<file path="src/rtl/framing_pkg.sv">
// Shared definitions for the overlapping framer: FSM state encoding and
// the pointer-width helper used to size the circular buffer addresses.
package framing_pkg;

   typedef enum logic [1:0] {
      FILL   = 2'd0,
      UNLOAD = 2'd1,
      WAIT   = 2'd2
   } frame_state_e;

   // Address width for a circular buffer holding one frame plus one hop.
   function automatic int ptr_width(input int frame_len, input int hop_len);
      int depth;
      depth = frame_len + hop_len;
      return (depth > 1) ? $clog2(depth) : 1;
   endfunction

endpackage

</file>
<file path="src/rtl/frame_buf.sv">
// Simple dual-port sample store: one write port, one read port, read data
// registered one cycle after the address. Read data holds while re_i is low,
// which the framer relies on to park a fetched sample during a stall.
module frame_buf #(
   parameter int DW    = 9,
   parameter int DEPTH = 384,
   parameter int AW    = 9
) (
   input  logic          clk_i,
   input  logic          we_i,
   input  logic [AW-1:0] waddr_i,
   input  logic [DW-1:0] wdata_i,
   input  logic          re_i,
   input  logic [AW-1:0] raddr_i,
   output logic [DW-1:0] rdata_o
);

   logic [DW-1:0] mem_q [DEPTH];
   logic [DW-1:0] rdata_q;

   // Write port: contents need no reset, stale entries are never read.
   always_ff @(posedge clk_i) begin
      if (we_i) begin
         mem_q[waddr_i] <= wdata_i;
      end
   end

   // Read port: synchronous read, output register only updates on a fetch.
   always_ff @(posedge clk_i) begin
      if (re_i) begin
         rdata_q <= mem_q[raddr_i];
      end
   end

   assign rdata_o = rdata_q;

endmodule

</file>
<file path="src/rtl/framing_overlap.sv">
// Overlapping framer: collects a signed sample stream into a circular buffer
// and replays it as frames of FRAME_LEN samples whose starts are HOP_LEN
// samples apart. Input is never backpressured; a sample that would overwrite
// data still needed is dropped and flagged on the sticky overflow output.
module framing_overlap
   import framing_pkg::*;
#(
   parameter int I_BW      = 9,
   parameter int O_BW      = 16,
   parameter int FRAME_LEN = 256,
   parameter int HOP_LEN   = 128
) (
   input  logic            clk_i,
   input  logic            rst_i,
   input  logic            en_i,
   input  logic [I_BW-1:0] data_i,
   input  logic            valid_i,
   output logic [O_BW-1:0] data_o,
   output logic            valid_o,
   input  logic            ready_i,
   output logic            last_o,
   output logic            overflow_o
);

   localparam int DEPTH = FRAME_LEN + HOP_LEN;
   localparam int PW    = ptr_width(FRAME_LEN, HOP_LEN);
   localparam int CW    = $clog2(FRAME_LEN + 1);

   localparam logic [PW:0]   DEPTH_P   = (PW+1)'(DEPTH);
   localparam logic [PW:0]   HOP_P     = (PW+1)'(HOP_LEN);
   localparam logic [CW-1:0] FRAME_C   = CW'(FRAME_LEN);
   localparam logic [CW-1:0] HOP_C     = CW'(HOP_LEN);
   localparam logic [CW-1:0] FETCH_C   = CW'(FRAME_LEN - 1);

   if (HOP_LEN > FRAME_LEN || HOP_LEN < 1 || FRAME_LEN < 2 || O_BW < I_BW) begin : g_bad_params
      $error("framing_overlap: illegal parameters (need 1 <= HOP_LEN <= FRAME_LEN, FRAME_LEN >= 2, O_BW >= I_BW)");
   end

   // Modulo-DEPTH pointer advance; the sum never reaches twice the depth.
   function automatic logic [PW-1:0] ptr_add(input logic [PW-1:0] p, input logic [PW:0] n);
      logic [PW:0] s;
      s = {1'b0, p} + n;
      if (s >= DEPTH_P) begin
         s = s - DEPTH_P;
      end
      return s[PW-1:0];
   endfunction

   frame_state_e    state_q, state_d;
   logic [PW-1:0]   wr_ptr_q, wr_ptr_d;
   logic [PW-1:0]   base_q, base_d;
   logic [PW-1:0]   rd_ptr_q, rd_ptr_d;
   logic [CW-1:0]   new_cnt_q, new_cnt_d;
   logic [CW-1:0]   fetch_left_q, fetch_left_d;
   logic            p1_valid_q, p1_valid_d;
   logic            p1_last_q, p1_last_d;
   logic            valid_q, valid_d;
   logic            last_q, last_d;
   logic [O_BW-1:0] data_q, data_d;
   logic            overflow_q, overflow_d;

   logic            clear;
   logic [CW-1:0]   target;
   logic            room;
   logic            accept;
   logic            drop;
   logic [CW-1:0]   new_cnt_inc;
   logic            reached;
   logic            out_fire;
   logic            last_hs;
   logic            out_load;
   logic            start_fetch;
   logic            issue_more;
   logic            rd_en;
   logic [PW-1:0]   rd_addr;
   logic [I_BW-1:0] rd_data;

   assign clear       = rst_i | ~en_i;
   assign target      = (state_q == FILL) ? FRAME_C : HOP_C;
   assign room        = new_cnt_q < target;
   assign accept      = ~rst_i & en_i & valid_i & room;
   assign drop        = ~rst_i & en_i & valid_i & ~room;
   assign new_cnt_inc = new_cnt_q + CW'(accept);
   assign reached     = (new_cnt_inc == target);
   assign out_fire    = valid_q & ready_i;
   assign last_hs     = out_fire & last_q;
   assign out_load    = p1_valid_q & (~valid_q | ready_i);

   // Frame sequencing: a frame starts fetching in the very cycle its last
   // input sample is accepted (or at the previous frame's last handshake),
   // and the new-sample count restarts for the following frame.
   always_comb begin
      state_d     = state_q;
      new_cnt_d   = new_cnt_inc;
      start_fetch = 1'b0;
      case (state_q)
         FILL, WAIT: begin
            if (reached) begin
               state_d     = UNLOAD;
               start_fetch = 1'b1;
            end
         end
         UNLOAD: begin
            if (last_hs) begin
               if (reached) begin
                  state_d     = UNLOAD;
                  start_fetch = 1'b1;
               end else begin
                  state_d = WAIT;
               end
            end
         end
         default: state_d = FILL;
      endcase
      if (start_fetch) begin
         new_cnt_d = '0;
      end
   end

   // Write side and frame base: the base moves one hop once a frame is fully
   // delivered, so the next frame's fetch address is the updated base.
   always_comb begin
      wr_ptr_d   = wr_ptr_q;
      base_d     = base_q;
      overflow_d = overflow_q | drop;
      if (accept) begin
         wr_ptr_d = ptr_add(wr_ptr_q, (PW+1)'(1));
      end
      if (last_hs) begin
         base_d = ptr_add(base_q, HOP_P);
      end
   end

   // Fetch pipeline: issue a read only when the single in-flight slot will be
   // free next cycle, so a stall parks data in the RAM output without loss.
   always_comb begin
      issue_more   = (fetch_left_q != '0) & (~p1_valid_q | out_load);
      rd_en        = start_fetch | issue_more;
      rd_addr      = start_fetch ? base_d : rd_ptr_q;
      rd_ptr_d     = rd_en ? ptr_add(rd_addr, (PW+1)'(1)) : rd_ptr_q;
      fetch_left_d = fetch_left_q;
      p1_valid_d   = p1_valid_q;
      p1_last_d    = p1_last_q;
      if (start_fetch) begin
         fetch_left_d = FETCH_C;
      end else if (issue_more) begin
         fetch_left_d = fetch_left_q - CW'(1);
      end
      if (rd_en) begin
         p1_valid_d = 1'b1;
         p1_last_d  = ~start_fetch & (fetch_left_q == CW'(1));
      end else if (out_load) begin
         p1_valid_d = 1'b0;
      end
   end

   // Output register: load the fetched sample sign-extended, zero the bus
   // when nothing is pending, and hold everything while the sink stalls.
   always_comb begin
      valid_d = valid_q;
      last_d  = last_q;
      data_d  = data_q;
      if (out_load) begin
         valid_d = 1'b1;
         last_d  = p1_last_q;
         data_d  = O_BW'($signed(rd_data));
      end else if (out_fire) begin
         valid_d = 1'b0;
         last_d  = 1'b0;
         data_d  = '0;
      end
   end

   // State registers; reset and disable both abort any frame in progress.
   always_ff @(posedge clk_i) begin
      if (clear) begin
         state_q      <= FILL;
         wr_ptr_q     <= '0;
         base_q       <= '0;
         rd_ptr_q     <= '0;
         new_cnt_q    <= '0;
         fetch_left_q <= '0;
         p1_valid_q   <= 1'b0;
         p1_last_q    <= 1'b0;
         valid_q      <= 1'b0;
         last_q       <= 1'b0;
         data_q       <= '0;
         overflow_q   <= 1'b0;
      end else begin
         state_q      <= state_d;
         wr_ptr_q     <= wr_ptr_d;
         base_q       <= base_d;
         rd_ptr_q     <= rd_ptr_d;
         new_cnt_q    <= new_cnt_d;
         fetch_left_q <= fetch_left_d;
         p1_valid_q   <= p1_valid_d;
         p1_last_q    <= p1_last_d;
         valid_q      <= valid_d;
         last_q       <= last_d;
         data_q       <= data_d;
         overflow_q   <= overflow_d;
      end
   end

   frame_buf #(
      .DW    (I_BW),
      .DEPTH (DEPTH),
      .AW    (PW)
   ) u_buf (
      .clk_i   (clk_i),
      .we_i    (accept),
      .waddr_i (wr_ptr_q),
      .wdata_i (data_i),
      .re_i    (rd_en),
      .raddr_i (rd_addr),
      .rdata_o (rd_data)
   );

   assign data_o     = data_q;
   assign valid_o    = valid_q;
   assign last_o     = last_q;
   assign overflow_o = overflow_q;

endmodule

</file>
<file path="config.mk">
export PLATFORM = sky130hd
export DESIGN_NAME = framing_overlap
export DESIGN_NICKNAME = d
export VERILOG_FILES = /design/src/rtl/framing_pkg.sv /design/src/rtl/frame_buf.sv /design/src/rtl/framing_overlap.sv
export SDC_FILE = /design/constraint.sdc
export NUM_CORES = 2
export LEC_CHECK = 0
export BUFFER_PORTS_ARGS = -buffer_cell sky130_fd_sc_hd__buf_2
export CORE_UTILIZATION = 50
export DETAILED_ROUTE_END_ITERATION = 10
export HOLD_SLACK_MARGIN = 0.02
export PLACE_DENSITY_LB_ADDON = 0.1
export SLEW_MARGIN = 0
export SYNTH_ARGS = -nofsm -noshare
export SYNTH_HDL_FRONTEND = slang
export SYNTH_SLANG_ARGS = --single-unit
export TNS_END_PERCENT = 1
</file>
<file path="constraint.sdc">
create_clock -name clk_i -period 14.9 [get_ports clk_i]
set_input_delay 1.49 -clock clk_i [delete_from_list [all_inputs] [get_ports clk_i]]
set_output_delay 1.49 -clock clk_i [all_outputs]
set_load 0.01 [all_outputs]
</file>
======== After elaboration in Yosys (flattened, before gate mapping) ========
Memory sizes are Yosys's and may differ from the RTL's. A register that Yosys moved wholly into a read port is not among the register bits.
Cells that the tools add are included.
word-level totals
  RAM bits ................................ 3456
  memories ................................ 1
  register bits after elaboration ......... 68
  logic and storage cells ................. 84
  input bits .............................. 14
memories
  name         words  bits a word  rd ports  clocked after memory_dff  write ports  line             RTL
  u_buf.mem_q  384    9            1         1                         1            frame_buf.sv:18  logic [DW-1:0] mem_q [DEPTH];
operators by class
  bitwise operators ....................... 20
  equal/unequal tests ..................... 6
  muxes and demuxes ....................... 24
  reductions and logical operators ........ 8
  add/sub/neg operators ................... 8
  $lt $le $gt $ge ......................... 4
operator list
  kind                                                                    count
  9-bit 2-to-1 mux                                                        6
  16-bit 2-to-1 mux                                                       2
  10-bit by 9-bit >= comparator with 1-bit output, second input constant  3
  9-bit subtractor, second input constant                                 3
  9-bit by 1-bit adder with 10-bit output, second input constant          2
  8-bit 2-to-1 mux                                                        2
  9-bit by 8-bit adder with 10-bit output, second input constant          1
  9-bit by 1-bit adder with 9-bit output                                  1
  1-bit AND                                                               9
  9-bit by 1-bit equality test with 1-bit output, second input constant   1
  9-bit equality test                                                     1
  9-bit < comparator                                                      1
  1-bit 2-to-1 mux                                                        9
  9-bit nonzero test                                                      1
  9-bit by 1-bit subtractor with 9-bit output, second input constant      1
  2-bit 2-to-1 mux                                                        3
  1-bit NOT                                                               6
  2-bit nonzero test                                                      3
  1-bit bitwise OR                                                        5
  2-bit != test, second input constant                                    2
  2-bit one-hot mux with 2 select lines                                   1
  2-bit OR reduction                                                      2
  2-bit by 1-bit equality test with 1-bit output, second input constant   1
  2-bit equality test, second input constant                              1
  3 further kinds                                                         3

======== Logic depth before layout (Yosys ltp) ========
  depth after elaboration ................. 13
  gate-level depth with buffers ........... 26
  mapped depth without buffers ............ 20

======== Hierarchy ========
Synthesis repeated with hierarchy kept, for this count alone.
unflattened totals
  cell total of the unflattened synthesis .. 6326
  area total of the unflattened synthesis .. 136556.0 µm²
by module, submodules not included
  module           instances  area an instance (µm²)  sequential area each (µm²)  cells each
  frame_buf        1          133661.9                104049.8                    5985
  framing_overlap  1          2894.0                  1081.0                      341

======== Worst setup path after synthesis ========
OpenSTA, ideal clock, no wires.
  kind .................................... in2reg
  start point ............................. input port en_i
  end point ............................... register u_buf.rdata_q[3], in the netlist u_buf.rdata_o[3] (read register of u_buf.mem_q) (data pin)
  path slack .............................. 9115 ps
  buffers on the path ..................... 3
  cell stages on the path ................. 17
  required time ........................... 14639 ps
  data arrival time ....................... 5525 ps
  cell sequence ........................... nor2b_1 > and3_1 > clkbuf_1 > buf_1 > ha_1 > ha_1 > buf_2 > nand2_1 > o31ai_1 > nand4_1 > a2111oi_4 > nand2_2 > o221ai_1 > or3b_1 > a2111oi_0 > nor3_1 > o311a_1
on the way
  longest elaborated chain between the ends .. 9
  elaborated cells on any way between the ends .. 10
ends and longest elaborated chain
  item                                                  line                                            RTL
  start, declared                                       framing_overlap.sv:15                           input logic en_i,
  1-bit AND (*) (3 in series)                           framing_overlap.sv:81                           assign accept = ~rst_i & en_i & valid_i & room;
  via accept                                            framing_overlap.sv:65                           logic accept;
  9-bit by 1-bit adder with 9-bit output (*)            framing_overlap.sv:83                           assign new_cnt_inc = new_cnt_q + CW'(accept);
  9-bit equality test (*)                               framing_overlap.sv:84                           assign reached = (new_cnt_inc == target);
  1-bit 2-to-1 mux (*)                                  framing_overlap.sv:98, framing_overlap.sv:105
  1-bit 2-to-1 mux                                      framing_overlap.sv:104                          if (last_hs) begin
  1-bit one-hot mux with 2 select lines (*)             framing_overlap.sv:96                           case (state_q)
  9-bit 2-to-1 mux or 1-bit bitwise OR (tied branches)  framing_overlap.sv:139, framing_overlap.sv:138
  end, declared                                         frame_buf.sv:19                                 logic [DW-1:0] rdata_q;
Mark *: on every way through the listed nets, which the timed path passes. The rest lies on a longest branch.
A chain may end at the register's enable or synchronous reset.

======== Worst setup path after layout ========
  start point ............................. input port en_i
  end point ............................... register u_buf.rdata_q[6], in the netlist u_buf.rdata_o[6] (read register of u_buf.mem_q) (data pin)
on the way
  longest elaborated chain between the ends .. 9
  elaborated cells on any way between the ends .. 10
ends and longest elaborated chain
  item                                                  line
  1-bit AND (*) (3 in series)                           framing_overlap.sv:81
  9-bit by 1-bit adder with 9-bit output (*)            framing_overlap.sv:83
  9-bit equality test (*)                               framing_overlap.sv:84
  1-bit 2-to-1 mux (*)                                  framing_overlap.sv:98, framing_overlap.sv:105
  1-bit 2-to-1 mux                                      framing_overlap.sv:104
  1-bit one-hot mux with 2 select lines (*)             framing_overlap.sv:96
  9-bit 2-to-1 mux or 1-bit bitwise OR (tied branches)  framing_overlap.sv:139, framing_overlap.sv:138
Every way passes the cells marked *; elsewhere a longest branch is shown, timed or not.

==> flow_metrics.env <==
export IMPL_peakVddDrop_mv=0.140
export IMPL_critPathCaptureType="register"
export IMPL_synth_warnings=0
export IMPL_ys_types=97
export IMPL_drtIter0Drc=13210
export IMPL_clk_pin_slew_worst_paths_ps=60
export IMPL_cp_start_kind="input port"
export IMPL_postCtsSetupRepairBufs=0
export IMPL_globalRouteTotalUtil=0.340
export IMPL_hpwl_mm=293
export IMPL_cp_required_ps=15590
export IMPL_gp_congestion=0.920
export IMPL_avgViaCountPerCell=6.74
export IMPL_violations="design-rule violations"
export IMPL_cts_sinks=3519
export IMPL_max_slew_margin=0.0724
export IMPL_cts_hold_buf=0
export IMPL_numPortBuffers=32
export IMPL_final_common_cell="edfxtp_1"
export IMPL_dieArea_um2=284000
export IMPL_period_share=0.617
export IMPL_grt_first_pass_wirelength_mm=669
export IMPL_drive_gt1_frac=0.152
export IMPL_wirelength_mm=490
export IMPL_power_density_nw_per_um2=147
export IMPL_rows=194
export IMPL_fin_worst_skew_ps=54.9
export IMPL_syn_num_nets=8665
export IMPL_die_h_um=532
export IMPL_synthCells=8640
export IMPL_tritoncts="done"
export IMPL_dr_pass1_iters=11
export IMPL_cap_violations=0
export IMPL_syn_avg_cell_area_um2=16.3
export IMPL_cts_made_buffers=366
export IMPL_antenna_found_initial=36
export IMPL_worstMarginPinSlew_ps=1390
export IMPL_hold_path_class="register to register"
export IMPL_synth_main_ff_cell="edfxtp_1"
export IMPL_cp_arrival_ps=9890
export IMPL_yosysSeqAreaShare=0.747
export IMPL_core_um2=280000
export IMPL_nets=8690
export IMPL_min_period_ps=9190
export IMPL_synth_area_top_cells="edfxtp_1 (74%), mux2i_1 (5.1%), mux4_2 (2.7%)"
export IMPL_synth_top_cell_area_share=0.740
export IMPL_status="complete, but fails checks"
export IMPL_async_reset_ff_frac=0
export IMPL_initial_utilization=0.503
export IMPL_syn_area_um2=141000
export IMPL_slew_violations=0
export IMPL_crit_path_max_fanout=81
export IMPL_ant_nets=0
export IMPL_fmax_mhz=109
export IMPL_h_tree_depth=5
export IMPL_setup_tns_ps=0
export IMPL_area_growth_pct=12.1
export IMPL_hold_violations=0
export IMPL_rsz0062_at_grt="no"
export IMPL_io_pin_count=33
export IMPL_layout_common_cells="edfxtp_1 (3,465), mux2i_1 (721), nor2_1 (661)"
export IMPL_finalSetupViolCount=0
export IMPL_synth_edf_count=3465
export IMPL_fill_cells=21786
export IMPL_fp_dieW_um=532
export IMPL_clockBufferDepth=4
export IMPL_cts_root_buf="clkbuf_16"
export IMPL_insertion_delay_ps=970
export IMPL_ys_ff_latch=3519
export IMPL_criticalPathCategory="input port to register"
export IMPL_routed_via_count=85703
export IMPL_p_leak_nw=48.1
export IMPL_wire_per_inst_um=38.5
export IMPL_drc=14
export IMPL_final_util=0.564
export IMPL_grt_pass1_vias=81606
export IMPL_grt_overflow=0
export IMPL_cts_resized=0
export IMPL_grt_max_degree=185
export IMPL_synth_top_cell_by_area="edfxtp_1"
[power by group]
group | internal [W] | switching (W)
clock network | 0.00527 | 0.00397
registers | 0.0109 | 0.000108
logic | 0.000857 | 0.00211
total | 0.0170 | 0.00618
[cell type report]
class / instances / area [um^2] / share of cell area
inverters: 33 / 146 / 0.000928
diodes: 22 / 55.1 / 0.000349
well taps: 3724 / 4660 / 0.0295
multi-input cells: 4471 / 33400 / 0.211
repair buffers: 274 / 2340 / 0.0149
flip-flops and latches: 3519 / 105000 / 0.667
clock inverters: 223 / 2410 / 0.0153
clock buffers: 450 / 9590 / 0.0608
[cells in the mapped netlist (all sizes together) (46+ instances only)]
library cell,instances
a221oi,98
buf,319
a31oi,64
nor3,58
o22ai,103
mux4,166
a21oi,437
dfxtp,54
mux2i,722
o221ai,172
a22oi,46
o21ai,341
nand3,142
mux2,265
o211ai,118
nand2,441
edfxtp,3465
clkbuf,298
a211oi,116
nor2,673
[final timing paths]
| check | startpoint | end | slack [ps] | cells after the start |
|---|---|---|---|---|
| setup / recovery | en_i | u_buf.rdata_o[6] | 5710 | 18 |
| hold / removal | fetch_left_q[8] | fetch_left_q[8] | 460 | 2 |
| setup reg to reg | state_q[1] | u_buf.rdata_o[6] | 5960 | 21 |
| hold reg to reg | fetch_left_q[8] | fetch_left_q[8] | 460 | 2 |
[cell families (layout without fill, tap and decap cells)]
family / after synthesis / after routing / share of synthesized area
simple gates: 1493 / 1493 / 0.0454
other cells: 0 / 22 / 0
flops: 3519 / 3519 / 0.747
fa+ha+maj: 11 / 11 / 0.000978
mux: 1153 / 1153 / 0.0991
xor+xnor: 23 / 23 / 0.00143
buf+inv: 650 / 980 / 0.0195
compound gates: 1791 / 1791 / 0.0863
[routing by layer]
layer  up-vias  routed length (um)  track usage  part of all wire
met5         -                  95            0           0.00019
met4        16               29800        0.180             0.061
met3      1124               55400       0.0849              0.11
met2      5643              221000        0.516              0.45
met1     44395              184000        0.454              0.37
li1      34525                   -            -                 -
[state kept, by name (all words and copies together) (netlist names)]
register	cells
u_buf.rdata_o	9
wr_ptr_q	9
u_buf.mem_q	3456
p1_last_q	1
valid_o	1
fetch_left_q	9
base_q	2
rd_ptr_q	9
p1_valid_q	1
last_o	1
overflow_o	1
new_cnt_q	9
data_o	9
state_q	2
[critical path, stage by stage]
cell and delay (ps):
buf_2 90, nor2b_1 810, and3_2 880, ha_1 350, ha_1 350, nand2_1 130, or3_1 370, and4_1 260
nand3_2 660, o21ai_4 150, inv_8 520, buf_4 590, o221ai_1 430, o211ai_1 220, nand4_1 710, a211oi_1 1220
nor3_1 120, o32a_1 320
[per-stage QoR]
stage | cell area (um^2) | hold WS (ps) | cells | setup slack [ps] | total power, W
after floorplan | 141000 | 423 | 8640 | 9110 | 0.0127
after global placement | 146000 | 435 | 12019 | 5180 | 0.0141
after detailed placement | 146000 | 454 | 12021 | 5040 | 0.0141
after CTS | 158000 | 465 | 12694 | 6030 | 0.0232
after global routing | 158000 | 501 | 12701 | 5740 | 0.0236
final | 158000 | 462 | 12716 | 5710 | 0.0232
No activity file was read; power rests on OpenSTA's default activity.
